==> src/rtl/speck_frame_tx.sv <==
// Frame serializer ahead of the UART transmitter: sends optional header, block bytes MSB-first and
// an optional XOR checksum, one byte per transmitter busy cycle, re-issuing a byte if busy never rises.
module speck_frame_tx #(
  parameter int         BLOCK_BYTES = 8,
  parameter int         HEADER_EN   = 1,
  parameter logic [7:0] HEADER_BYTE = 8'hA5,
  parameter int         CKSUM_EN    = 1,
  parameter int         ACK_TIMEOUT = 15
) (
  input  logic                     clk,
  input  logic                     rst,
  input  logic [BLOCK_BYTES*8-1:0] blk_in,
  input  logic                     blk_valid,
  output logic                     blk_ready,
  output logic [7:0]               tx_data,
  output logic                     tx_valid,
  input  logic                     tx_busy,
  output logic                     active,
  output logic                     frame_done,
  output logic                     retry
);

  localparam int FRAME_LEN = HEADER_EN + BLOCK_BYTES + CKSUM_EN;
  localparam int CNT_W     = $clog2(FRAME_LEN + 1);
  localparam int WD_W      = $clog2(ACK_TIMEOUT + 1);
  localparam logic [CNT_W-1:0] LAST_IDX = CNT_W'(FRAME_LEN - 1);
  localparam logic [WD_W-1:0]  WD_LAST  = WD_W'(ACK_TIMEOUT - 1);

  typedef enum logic [2:0] {
    IDLE,
    ISSUE,
    WAIT_ACK,
    WAIT_DONE,
    FINISH
  } state_t;

  state_t                   state_q, state_d;
  logic [BLOCK_BYTES*8-1:0] blk_q, blk_d;
  logic [7:0]               cksum_q, cksum_d;
  logic [CNT_W-1:0]         idx_q, idx_d;
  logic [WD_W-1:0]          wdog_q, wdog_d;
  logic [7:0]               tx_data_q, tx_data_d;
  logic [7:0]               blk_xor;
  logic [7:0]               cur_byte;

  always_comb begin
    blk_xor = '0;
    for (int i = 0; i < BLOCK_BYTES; i++) begin
      blk_xor = blk_xor ^ blk_in[i*8 +: 8];
    end
  end

  // Byte index maps to header, then block bytes MSB-first, with the checksum as the fall-through.
  always_comb begin
    cur_byte = cksum_q;
    if (HEADER_EN != 0 && idx_q == '0) begin
      cur_byte = HEADER_BYTE;
    end
    for (int i = 0; i < BLOCK_BYTES; i++) begin
      if (idx_q == CNT_W'(i + HEADER_EN)) begin
        cur_byte = blk_q[(BLOCK_BYTES-1-i)*8 +: 8];
      end
    end
  end

  always_comb begin
    state_d    = state_q;
    blk_d      = blk_q;
    cksum_d    = cksum_q;
    idx_d      = idx_q;
    wdog_d     = wdog_q;
    tx_data_d  = tx_data_q;
    blk_ready  = 1'b0;
    tx_valid   = 1'b0;
    retry      = 1'b0;
    frame_done = 1'b0;
    active     = (state_q != IDLE);
    tx_data    = tx_data_q;
    unique case (state_q)
      IDLE: begin
        blk_ready = 1'b1;
        if (blk_valid) begin
          blk_d   = blk_in;
          cksum_d = blk_xor;
          idx_d   = '0;
          state_d = ISSUE;
        end
      end
      ISSUE: begin
        tx_valid  = 1'b1;
        tx_data   = cur_byte;
        tx_data_d = cur_byte;
        wdog_d    = '0;
        state_d   = WAIT_ACK;
      end
      WAIT_ACK: begin
        if (tx_busy) begin
          state_d = WAIT_DONE;
        end else if (wdog_q == WD_LAST) begin
          retry   = 1'b1;
          state_d = ISSUE;
        end else begin
          wdog_d = wdog_q + 1'b1;
        end
      end
      WAIT_DONE: begin
        if (!tx_busy) begin
          if (idx_q == LAST_IDX) begin
            state_d = FINISH;
          end else begin
            idx_d   = idx_q + 1'b1;
            state_d = ISSUE;
          end
        end
      end
      FINISH: begin
        frame_done = 1'b1;
        state_d    = IDLE;
      end
      default: state_d = IDLE;
    endcase
  end

  always_ff @(posedge clk or posedge rst) begin
    if (rst) begin
      state_q   <= IDLE;
      blk_q     <= '0;
      cksum_q   <= '0;
      idx_q     <= '0;
      wdog_q    <= '0;
      tx_data_q <= '0;
    end else begin
      state_q   <= state_d;
      blk_q     <= blk_d;
      cksum_q   <= cksum_d;
      idx_q     <= idx_d;
      wdog_q    <= wdog_d;
      tx_data_q <= tx_data_d;
    end
  end

endmodule
==> config.mk <==
export PLATFORM = sky130hd
export DESIGN_NAME = speck_frame_tx
export DESIGN_NICKNAME = d
export VERILOG_FILES = /design/src/rtl/speck_frame_tx.sv
export SDC_FILE = /design/constraint.sdc
export NUM_CORES = 1
export LEC_CHECK = 0
export CAP_MARGIN = 20
export CORE_ASPECT_RATIO = 1.4
export CORE_UTILIZATION = 54
export CTS_CLUSTER_DIAMETER = 40
export DETAILED_ROUTE_END_ITERATION = 8
export HOLD_SLACK_MARGIN = 0.15
export PLACE_DENSITY = 0.91
export SLEW_MARGIN = 20
export SYNTH_ARGS = -nofsm -noshare
export SYNTH_HDL_FRONTEND = slang
export SYNTH_SLANG_ARGS = --single-unit
==> constraint.sdc <==
create_clock -name clk -period 3.78 [get_ports clk]
set_input_delay 0.756 -clock clk [delete_from_list [all_inputs] [get_ports clk]]
set_output_delay 0.756 -clock clk [all_outputs]
set_load 0.02 [all_outputs]
==> flow_summary_export.csv, run 1 <==
group,metric,value,unit
power,p_sw,0.00183,W
detailed_routing,drt.antenna.violating_nets,0,
synthesis,synthTopCellsByArea,"dfrtp_1, mux2_2, xnor2_1",
cts,clkLatencyLatePin,0.35,ns
grt,grt_pass1_vias,3918,
power,ir_worst_vdd,0.000443,V
power,cellPowerDensity,773,nW/µm²
cts,ctsHoldBuffers,0,
cts,path_clk_slew,0.06,ns
setup_path,slowest_delay,0.66,ns
synthesis,synth_edf_count,0,
cts,htree_levels,3,
synthesis,seq_area_frac_synth,45.3,%
setup_path,crit_type,"flop to output pin",
synthesis,syn-instance-count,477,
synthesis,synth_top_family_by_area,"compound AO/OA/AOI/OAI gates",
power,combPwrFrac,45.6,%
detailed_routing,post_drt_wl_per_cell,18.2,µm
detailed_routing,routed_wl,12000,µm
cells_and_area,nets,621,
sta,hold_violations,0,
cts,post_cts_buffers,0,
detailed_routing,firstDrtPassIters,5,
synthesis,syn_nets,551,
worst_hold_path,min_path_type,"flop to flop",
floorplanning,rows,41,
detailed_routing,num_vias,3828,
synthesis,yosys.area_share.simple,11.0,%
synthesis,yosysMostFrequentCell,"dfrtp_1",
sta,setup-tns-final,0,ns
synthesis,synth_top_area_share,45.3,%
cells_and_area,utilization,68.6,%
power,p_sw_share,38.3,%
setup_path,crit_fanout,20,
grt,grt_pass1_wl,19500,µm
place,port-buffer-count,80,
cells_and_area,antennaDiodeCount,0,
run,cap_violations,0,
place,dp.final_hpwl,8700,µm
detailed_routing,drc,0,
synthesis,synthTopCellsByCount,"dfrtp_1, mux2_2, xnor2_1",
cts,cts_buffer_depth,2,
cells_and_area,drive_gt1_share,17.5,%
power,leakagePower,2.48,nW
sta,rsz0062_at_grt,"no",
sta,period_needed,3.62,ns
detailed_routing,initialDrtViolationCount,286,
setup_path,reg2reg_from,"state_q[2]",
synthesis,synth_fa_ha_area_share,1.49,%
setup_path,crit_required,3.02,ns
floorplanning,ioPinCount,81,
floorplanning,die_y,116,µm
floorplanning,die_w,83.5,µm
sta,max_freq,276,MHz
cts,clock_sinks,91,
place,place_congestion,0.958,
synthesis,synth_top_cell_by_area,"dfrtp_1",
floorplanning,die_area,9700,µm²
grt,grt_overflow,0,
cells_and_area,seqCellArea,2280,µm²
setup_path,critPathLaunch,"idx_q[0]",
setup_path,crit_chain,"inv_1 -> ha_2 -> or2_2 -> o21ai_0 -> o221ai_1 -> a21oi_1 -> clkdlybuf4s50_1",
synthesis,synth_async_sr_flop_share,100,%
setup_path,slowest_stage,"clkdlybuf4s50_1",
power,p_seq_share,37.8,%
setup_path,crit_arrival,2.86,ns
cells_and_area,multiInputGateArea,2590,µm²
setup_path,cp-end-kind,"output pin",
grt,antenna_found_initial,0,
sta,worst_pin_slew,0.691,ns
sta,min_period_over_period,95.8,%
floorplanning,core-area,9030,µm²
synthesis,syn_area_per_cell,10.5,µm²
synthesis,ys.flop_type,"dfrtp_1",
grt,grt.total_usage,26.0,%
cells_and_area,fillCellCount,689,
synthesis,yosysWarnings,0,
synthesis,syn_area,5020,µm²
setup_path,crit_path_start_kind,"flop",
grt,grt_max_degree,62,
sta,relSlewSlack,53.9,%
cts,cts_tree,"done",
worst_hold_path,hp-start,"blk_q[24]",
power,p_int,0.00296,W
cts,cts_buffers,9,
sta,slew_viol_final,0,
floorplanning,initial_core_util,55.6,%
outcome,outcome,"complete, no violations",
synthesis,muxShareOfSynthArea,14.1,%
cells_and_area,area_growth,23.2,%
sta,report.final.setup_viol,0,
synthesis,synth-seq-cells,91,
detailed_routing,viasPerCell,5.84,
synthesis,synthXorXnorAreaFrac,9.94,%
synthesis,yosysUniqueCellTypes,42,
synthesis,synth-compound-area-share,14.6,%
sta,fin_worst_skew,0.00423,ns
power,clock_power_share,16.6,%
cts,cts_root_buf,"clkbuf_16",
-- layout make-up --
cell class / count / area share, %
multi-input combinational: 345 / 41.8
sequential: 91 / 36.8
timing repair buffer: 88 / 14.4
clock buffer: 13 / 4.04
tap: 107 / 2.16
inverter: 12 / 0.748
-- layer usage --
| layer | global-route usage [%] | vias to the layer above | part of all wire (%) |
|---|---|---|---|
| met5 | 0 | - | 0 |
| met4 | 12.9 | 0 | 2.2 |
| met3 | 3.53 | 24 | 3.9 |
| met2 | 44.2 | 131 | 51 |
| met1 | 33.0 | 1858 | 43 |
| li1 | - | 1815 | - |
-- final timing paths --
kind	to	slack (ns)	depth (start not counted)
setup / recovery	tx_data[3]	0.16	7
hold / removal	blk_q[24]	0.51	1
setup reg to reg	tx_data_q[3]	1.72	5
hold reg to reg	blk_q[24]	0.51	1
max in group asynchronous	cksum_q[0]	2.26	3
min in group asynchronous	blk_q[4]	0.81	2
-- cell usage in the layout (no fill, tap or decap), types with 3 or more instances in the layout --
cell type / n
a31o_2: 4
nor3b_1: 4
clkdlybuf4s50_1: 77
o221ai_1: 4
o22ai_1: 12
buf_4: 6
nor2_1: 22
ha_1: 3
xnor2_1: 56
o21ai_0: 16
a31oi_1: 3
o21bai_1: 5
clkbuf_16: 9
mux2_1: 3
nor2b_1: 21
o21a_1: 4
nand3b_1: 7
dlymetal6s2s_1: 3
a21oi_1: 44
ha_2: 3
o31ai_1: 8
a22o_1: 3
mux2_2: 59
or2_2: 3
clkbuf_1: 3
dfrtp_1: 91
inv_1: 10
a21o_1: 5
nand3_1: 11
nand2_1: 20
a211oi_1: 6
-- cell families (layout without fill, tap and decap cells) --
logic type / count (synthesis) / count (layout)
AO/OA/AOI/OAI: 118 / 118
AND/OR/NAND/NOR: 101 / 101
flip-flops: 91 / 91
multiplexers: 63 / 63
XOR/XNOR: 57 / 57
buffers and inverters: 41 / 113
adder cells (fa/ha/maj): 6 / 6
-- power groups by stage --
stage                     registers (W)  clock network (W)  logic, W
after detailed placement        0.00181                  0   0.00213
after global placement          0.00178                  0   0.00206
after CTS                       0.00180           0.000802   0.00216
final                           0.00181           0.000794   0.00218
after floorplan                 0.00163                  0   0.00159
after global routing            0.00185           0.000837   0.00237
-- sequential cells by signal, summed over array words and instances (netlist names) --
| register | flops |
|---|---|
| idx_q | 4 |
| cksum_q | 8 |
| state_q | 3 |
| tx_data_q | 8 |
| wdog_q | 4 |
| blk_q | 64 |
-- worst max-delay path, delay by kind of cell, from the launching register on --
kind | cells | cell delay [ns]
AO/OA/AOI/OAI | 3 | 0.67
adder cells (fa/ha/maj) | 1 | 0.32
buffers and inverters | 2 | 0.76
flip-flops | 1 | 0.42
AND/OR/NAND/NOR | 1 | 0.35
-- per-stage QoR --
| step | area, µm² | hold slack, ns | setup WS, ns | total power (W) | std cells |
|---|---|---|---|---|---|
| final | 6190 | 0.509 | 0.159 | 0.00479 | 656 |
| after global routing | 6190 | 0.532 | 0.0213 | 0.00506 | 656 |
| after CTS | 6170 | 0.511 | 0.0163 | 0.00477 | 656 |
| after detailed placement | 5910 | 0.498 | 0.287 | 0.00394 | 643 |
| after global placement | 5910 | 0.481 | 0.372 | 0.00385 | 643 |
| after floorplan | 5020 | 0.458 | 0.660 | 0.00322 | 477 |
-- timing repair --
action                                  in CTS  in global routing
resized for setup                            4                  6
pin swaps                                    0                  0
endpoints found under the setup margin       4                  8
gates cloned                                 0                  0
Power figures use the tool's default switching activity.
==> run 2, diff against run 1 <==
Clock period 3.78 ns to 4.05 ns, I/O delays scaled along.
==> run 2 against run 1 <==
  * Utilization grew 0.28 points
  * Highest routed layer unchanged
  * Clock skew grew 0.0015 ns
  * Worst hold slack is essentially flat
  * Via count grew 4.3%
  * Routed wire length shrank 0.42%
  * Worst setup slack lost 0.078 ns
  * Clock power grew 15%
  * Power shrank 3.8%
  * First-iteration DRC count grew 21%
==> flow_summary_export.csv, run 2 (synthesis results as in run 1) <==
group,metric,value,unit
power,ir_worst_vdd,0.000449,V
place,place_congestion,0.981,
cells_and_area,final_common_cell,"dfrtp_1",
cts,cts_buffer_depth,2,
grt,grt_pass1_vias,3972,
sta,min_period_over_period,98.0,%
power,p_sw,0.00173,W
cts,htree_levels,3,
sta,slew_viol_final,0,
detailed_routing,routed_wl,11900,µm
sta,setup-tns-final,0,ns
cts,clock_sinks,91,
setup_path,crit_type,"flop to output pin",
detailed_routing,drc,0,
place,port-buffer-count,80,
cells_and_area,utilization,68.8,%
cts,cts_tree,"done",
setup_path,crit_path_end,"tx_data[1]",
cells_and_area,fillCellCount,630,
cts,ctsHoldBuffers,0,
cts,path_clk_slew,0.07,ns
run,cap_violations,0,
floorplanning,core-area,9030,µm²
power,p_int,0.00288,W
sta,hold_violations,0,
detailed_routing,drt.antenna.violating_nets,0,
setup_path,slowest_delay,0.67,ns
floorplanning,die_w,83.5,µm
cells_and_area,largestRegisters,"blk_q x64, cksum_q x8, tx_data_q x8",
place,dp.final_hpwl,8320,µm
outcome,outcome,"complete, no violations",
grt,grt_pass1_wl,19700,µm
sta,rsz0062_at_grt,"no",
sta,max_freq,252,MHz
cells_and_area,final_area,6210,µm²
cells_and_area,largest_reg_flops,64,
cts,clkLatencyLatePin,0.35,ns
floorplanning,die_y,116,µm
detailed_routing,num_vias,3992,
cells_and_area,drive_gt1_share,17.3,%
power,p_seq_share,36.3,%
setup_path,crit_fanout,12,
sta,relSlewSlack,53.4,%
cts,cts_root_buf,"clkbuf_16",
setup_path,rrSetupSlack,1.79,ns
sta,report.final.setup_viol,0,
floorplanning,ioPinCount,81,
setup_path,crit_arrival,3.16,ns
detailed_routing,post_drt_wl_per_cell,18.2,µm
setup_path,slowest_stage,"clkdlybuf4s50_1",
place,placed_area,5880,µm²
grt,grt_max_degree,90,
setup_path,regToRegEndpoint,"tx_data_q[1]",
grt,grt_overflow,0,
detailed_routing,firstDrtPassIters,6,
sta,period_needed,3.97,ns
setup_path,cp-end-kind,"output pin",
cts,cts_buffers,9,
setup_path,critPathLaunch,"idx_q[0]",
cells_and_area,antennaDiodeCount,0,
power,p_sw_share,37.5,%
power,cellPowerDensity,741,nW/µm²
floorplanning,rows,41,
setup_path,crit_required,3.24,ns
sta,fin_worst_skew,0.00577,ns
detailed_routing,initialDrtViolationCount,347,
power,clock_power_share,19.9,%
cells_and_area,layout_common_cells,"dfrtp_1, clkdlybuf4s50_1, mux2_2, xnor2_1, a21oi_1",
grt,antenna_found_initial,0,
cells_and_area,regMostFlops,"blk_q",
worst_hold_path,min_path_type,"flop to flop",
setup_path,reg2reg_from,"idx_q[0]",
floorplanning,initial_core_util,55.6,%
detailed_routing,viasPerCell,6.09,
setup_path,reg2regPathDepth,6,
setup_path,crit_path_start_kind,"flop",
setup_path,crit_chain,"inv_1 -> ha_2 -> nor2b_1 -> a21o_1 -> a21oi_1 -> a31oi_1 -> clkdlybuf4s50_1",
power,leakagePower,2.47,nW
cells_and_area,area_growth,23.7,%
power,combPwrFrac,43.9,%
floorplanning,die_area,9700,µm²
grt,grt.total_usage,26.1,%
sta,worst_pin_slew,0.700,ns
cells_and_area,nets,618,
==> run 2: changes by cell type in the layout (fill, tap and decap cells not counted), sizes merged, moves of 2 or more <==
cell,change
bufinv,+2
clkdlybuf4s50,+3
clkinvlp,+2
dlymetal6s2s,-3
clkbuf,-3
buf,-3
==> run 2: worst min-delay path by stage <==
stage,slack [ns],depth (start not counted),end,start
after global routing,0.52,1,blk_q[19],blk_q[19]
after global placement,0.48,1,blk_q[37],blk_q[37]
after CTS,0.51,1,blk_q[37],blk_q[37]
after detailed placement,0.49,1,blk_q[37],blk_q[37]
final,0.51,1,blk_q[36],blk_q[36]
after floorplan,0.46,1,blk_q[38],blk_q[38]
==> run 2: area by class of cell <==
| cell class | instances | area, µm² | share of cell area (%) |
|---|---|---|---|
| tap | 107 | 134 | 2.15 |
| timing repair buffer | 85 | 851 | 13.7 |
| clock buffer | 10 | 239 | 3.85 |
| clock inverter | 6 | 88.8 | 1.43 |
| sequential | 91 | 2280 | 36.6 |
| inverter | 12 | 47.5 | 0.765 |
| multi-input combinational | 345 | 2580 | 41.5 |
==> run 2: power by group through the flow <==
stage / combinational, W / clock [W] / sequential, W
detailed placement: 0.00197 / 0 / 0.00167
global route: 0.00219 / 0.000952 / 0.00171
finish: 0.00202 / 0.000914 / 0.00167
global placement: 0.00189 / 0 / 0.00165
floorplan: 0.00148 / 0 / 0.00152
CTS: 0.00199 / 0.000922 / 0.00166
==> run 2: worst max-delay path: cells and delay by family, from the launching register on <==
| family | cells | cell delay, ns |
|---|---|---|
| AOI/OAI and AO/OA | 3 | 0.80 |
| adders and majority gates | 1 | 0.35 |
| buffers and inverters | 2 | 0.81 |
| DFF | 1 | 0.43 |
| and+or+nand+nor | 1 | 0.43 |
==> run 2: repair_timing <==
item                                    CTS  global route
endpoints found under the hold margin     0             0
resized for setup                         0             3
endpoints found under the setup margin    0             7
setup buffers                             0             0
==> run 2: metal layers <==
layer | wire (µm) | global-route usage [%] | part of all wire (%) | up-vias
met5 | 0 | 0 | 0 | -
met4 | 512 | 14.9 | 4.3 | 0
met3 | 601 | 4.45 | 5.0 | 55
met2 | 5900 | 42.8 | 50 | 181
met1 | 4900 | 33.2 | 41 | 1930
li1 | - | - | - | 1826
==> run 2: per-stage QoR <==
stage / setup WS, ns / total power (W) / std cells / hold slack [ns]
6_report: 0.0810 / 0.00460 / 656 / 0.509
5_1_grt: 0.00483 / 0.00485 / 656 / 0.524
4_1_cts: 0.00946 / 0.00458 / 656 / 0.510
3_5_place_dp: 0.412 / 0.00364 / 640 / 0.495
3_3_place_gp: 0.556 / 0.00353 / 640 / 0.478
2_1_floorplan: 0.876 / 0.00300 / 477 / 0.458
==> run 3, diff against run 2 <==
--- a/config.mk
+++ b/config.mk
@@ -9,3 +9,3 @@
 export CORE_ASPECT_RATIO = 1.4
-export CORE_UTILIZATION = 54
+export CORE_UTILIZATION = 49
 export CTS_CLUSTER_DIAMETER = 40
@@ -13,3 +13,3 @@
 export HOLD_SLACK_MARGIN = 0.15
-export PLACE_DENSITY = 0.91
+export PLACE_DENSITY = 0.88
 export SLEW_MARGIN = 20
==> constraint.sdc (replaced) <==
create_clock -name clk -period 3.5 [get_ports clk]
set_input_delay 0.35 -clock clk [delete_from_list [all_inputs] [get_ports clk]]
set_output_delay 0.35 -clock clk [all_outputs]
set_load 0.02 [all_outputs]
==> run 3 against run 2 <==
  * Register-to-register slack lost 0.42 ns
  * Routed wire length shrank 0.65%
  * Via count shrank 3.0%
  * Die area grew 10%
  * Utilization shrank 5.7 points
  * Clock-buffer cell count grew 2
  * Global-route usage shrank 2.3 points
  * Critical endpoint is now tx_data[3]
  * Largest power group unchanged
==> flow_summary_export.csv, run 3 (synthesis results as in run 1) <==
group,metric,value,unit
power,clock_power_share,18.9,%
sta,period_needed,3.38,ns
detailed_routing,firstDrtPassIters,5,
power,p_sw_share,37.1,%
setup_path,slowest_delay,0.67,ns
sta,hold_violations,0,
setup_path,path_delay_family,"buffers and inverters",
cells_and_area,layout_common_cells,"dfrtp_1, clkdlybuf4s50_1, mux2_2, xnor2_1, a21oi_1",
cts,cts_buffer_depth,2,
sta,setup_ws,0.122,ns
cells_and_area,nets,624,
detailed_routing,drt.antenna.violating_nets,0,
place,dp.final_hpwl,8920,µm
detailed_routing,initialDrtViolationCount,256,
power,combPwrFrac,44.6,%
cells_and_area,final_common_cell,"dfrtp_1",
cts,cts_tree,"done",
sta,worst_pin_slew,0.827,ns
sta,report.final.setup_viol,0,
sta,setup-tns-final,0,ns
sta,min_period_over_period,96.5,%
setup_path,reg2reg_from,"idx_q[0]",
setup_path,crit_type,"flop to output pin",
floorplanning,core-area,9950,µm²
power,cellPowerDensity,839,nW/µm²
setup_path,crit_arrival,3.03,ns
power,ir_worst_vdd,0.000426,V
cells_and_area,largestRegisters,"blk_q x64, cksum_q x8, tx_data_q x8",
power,p_sw,0.00196,W
detailed_routing,post_drt_wl_per_cell,17.2,µm
floorplanning,ioPinCount,81,
place,place_congestion,0.889,
setup_path,critPathLaunch,"idx_q[0]",
cells_and_area,area_growth,25.1,%
setup_path,reg2regPathDepth,7,
power,p_int,0.00331,W
detailed_routing,num_vias,3873,
cts,cts_root_buf,"clkbuf_16",
sta,max_freq,296,MHz
floorplanning,initial_core_util,50.5,%
detailed_routing,viasPerCell,5.62,
setup_path,crit_cells,8,
floorplanning,die_y,122,µm
sta,fin_worst_skew,0.00881,ns
cts,path_clk_slew,0.07,ns
place,pre_cts_ws,0.440,ns
setup_path,crit_path_start_kind,"flop",
cells_and_area,fillCellCount,811,
outcome,outcome,"complete, no violations",
cts,clkLatencyLatePin,0.34,ns
setup_path,crit_chain,"inv_1 -> ha_1 -> buf_4 -> or2_2 -> o21ai_0 -> o221ai_1 -> a21oi_1 -> clkdlybuf4s50_1",
cts,cts_buffers,9,
cells_and_area,antennaDiodeCount,0,
detailed_routing,drc,0,
sta,slew_viol_final,0,
grt,grt_pass1_wl,19400,µm
cells_and_area,drive_gt1_share,18.1,%
cells_and_area,seqCellArea,2280,µm²
floorplanning,die_w,87.6,µm
detailed_routing,routed_wl,11800,µm
grt,grt_pass1_vias,3910,
cells_and_area,regMostFlops,"blk_q",
grt,grt_max_degree,90,
cts,ctsHoldBuffers,0,
grt,grt.total_usage,23.8,%
cts,post_cts_buffers,0,
floorplanning,rows,43,
setup_path,cp-end-kind,"output pin",
grt,grt_overflow,0,
cts,htree_levels,3,
setup_path,crit_fanout,11,
sta,relSlewSlack,44.8,%
place,port-buffer-count,80,
worst_hold_path,min_path_type,"input port to async pin",
sta,rsz0062_at_grt,"no",
floorplanning,die_area,10700,µm²
cells_and_area,multiInputGateArea,2580,µm²
cts,clock_sinks,91,
power,p_seq_share,36.5,%
power,leakagePower,2.51,nW
run,cap_violations,0,
setup_path,crit_required,3.15,ns
setup_path,crit_buf_inv,3,
grt,antenna_found_initial,0,
setup_path,slowest_stage,"clkdlybuf4s50_1",
cells_and_area,largest_reg_flops,64,
-- run 3: changes by cell type in the layout (fill, tap and decap cells not counted), moves of 2 or more --
| cell | change |
|---|---|
| clkdlybuf4s50_1 | -2 |
| buf_4 | +6 |
| dlymetal6s2s_1 | +2 |
| clkbuf_8 | +2 |
-- run 3: layout make-up --
type / instances / share of cell area, %
Clock buffer: 12 / 4.24
Clock inverter: 3 / 0.737
Inverter: 12 / 0.737
Multi-Input combinational cell: 345 / 41.0
Sequential cell: 91 / 36.2
Tap cell: 135 / 2.69
Timing Repair Buffer: 91 / 14.3
-- run 3: worst paths after layout --
check | slack [ns] | to
max | 0.12 | tx_data[3]
min reg2reg | 0.51 | blk_q[40]
min | 0.47 | cksum_q[4]
max reg2reg | 1.37 | tx_data_q[3]
min in group clk | 0.51 | blk_q[40]
max in group asynchronous | 2.26 | blk_q[8]
-- run 3: metal layers --
layer | vias to the layer above | wire (µm) | GRT usage, %
met3 | 24 | 486 | 3.59
li1 | 1827 | - | -
met4 | 0 | 282 | 8.81
met5 | - | 0 | 0
met2 | 120 | 5930 | 39.6
met1 | 1902 | 5140 | 31.4
-- run 3: what timing repair did --
item                       in CTS  in global routing
resized for setup               0                  6
hold endpoints to repair        0                  0
setup endpoints to repair       0                  8
-- run 3: through the flow --
stage	power [W]	util [%]	area (µm²)	hold slack, ns	instances
3_3_place_gp	0.00417	59.9	5960	0.485	674
6_report	0.00527	63.1	6280	0.469	689
3_5_place_dp	0.00426	59.9	5960	0.498	674
2_1_floorplan	0.00347	-	5020	0.423	477
5_1_grt	0.00558	63.1	6280	0.521	689
4_1_cts	0.00526	63.0	6270	0.506	689
-- run 3: power groups by stage --
stage / clock (W) / combinational [W] / sequential [W]
detailed placement: 0 / 0.00232 / 0.00194
floorplan: 0 / 0.00172 / 0.00176
CTS: 0.00100 / 0.00233 / 0.00192
global route: 0.00104 / 0.00255 / 0.00199
finish: 0.000995 / 0.00235 / 0.00193
global placement: 0 / 0.00225 / 0.00192
-- run 3: worst reg2reg max path, stage by stage, from the launching register on --
cell	delay (ns)
dfrtp_1	0.42
inv_1	0.11
ha_1	0.27
buf_4	0.20
or2_2	0.31
o21ai_0	0.24
o221ai_1	0.16
a21oi_1	0.29
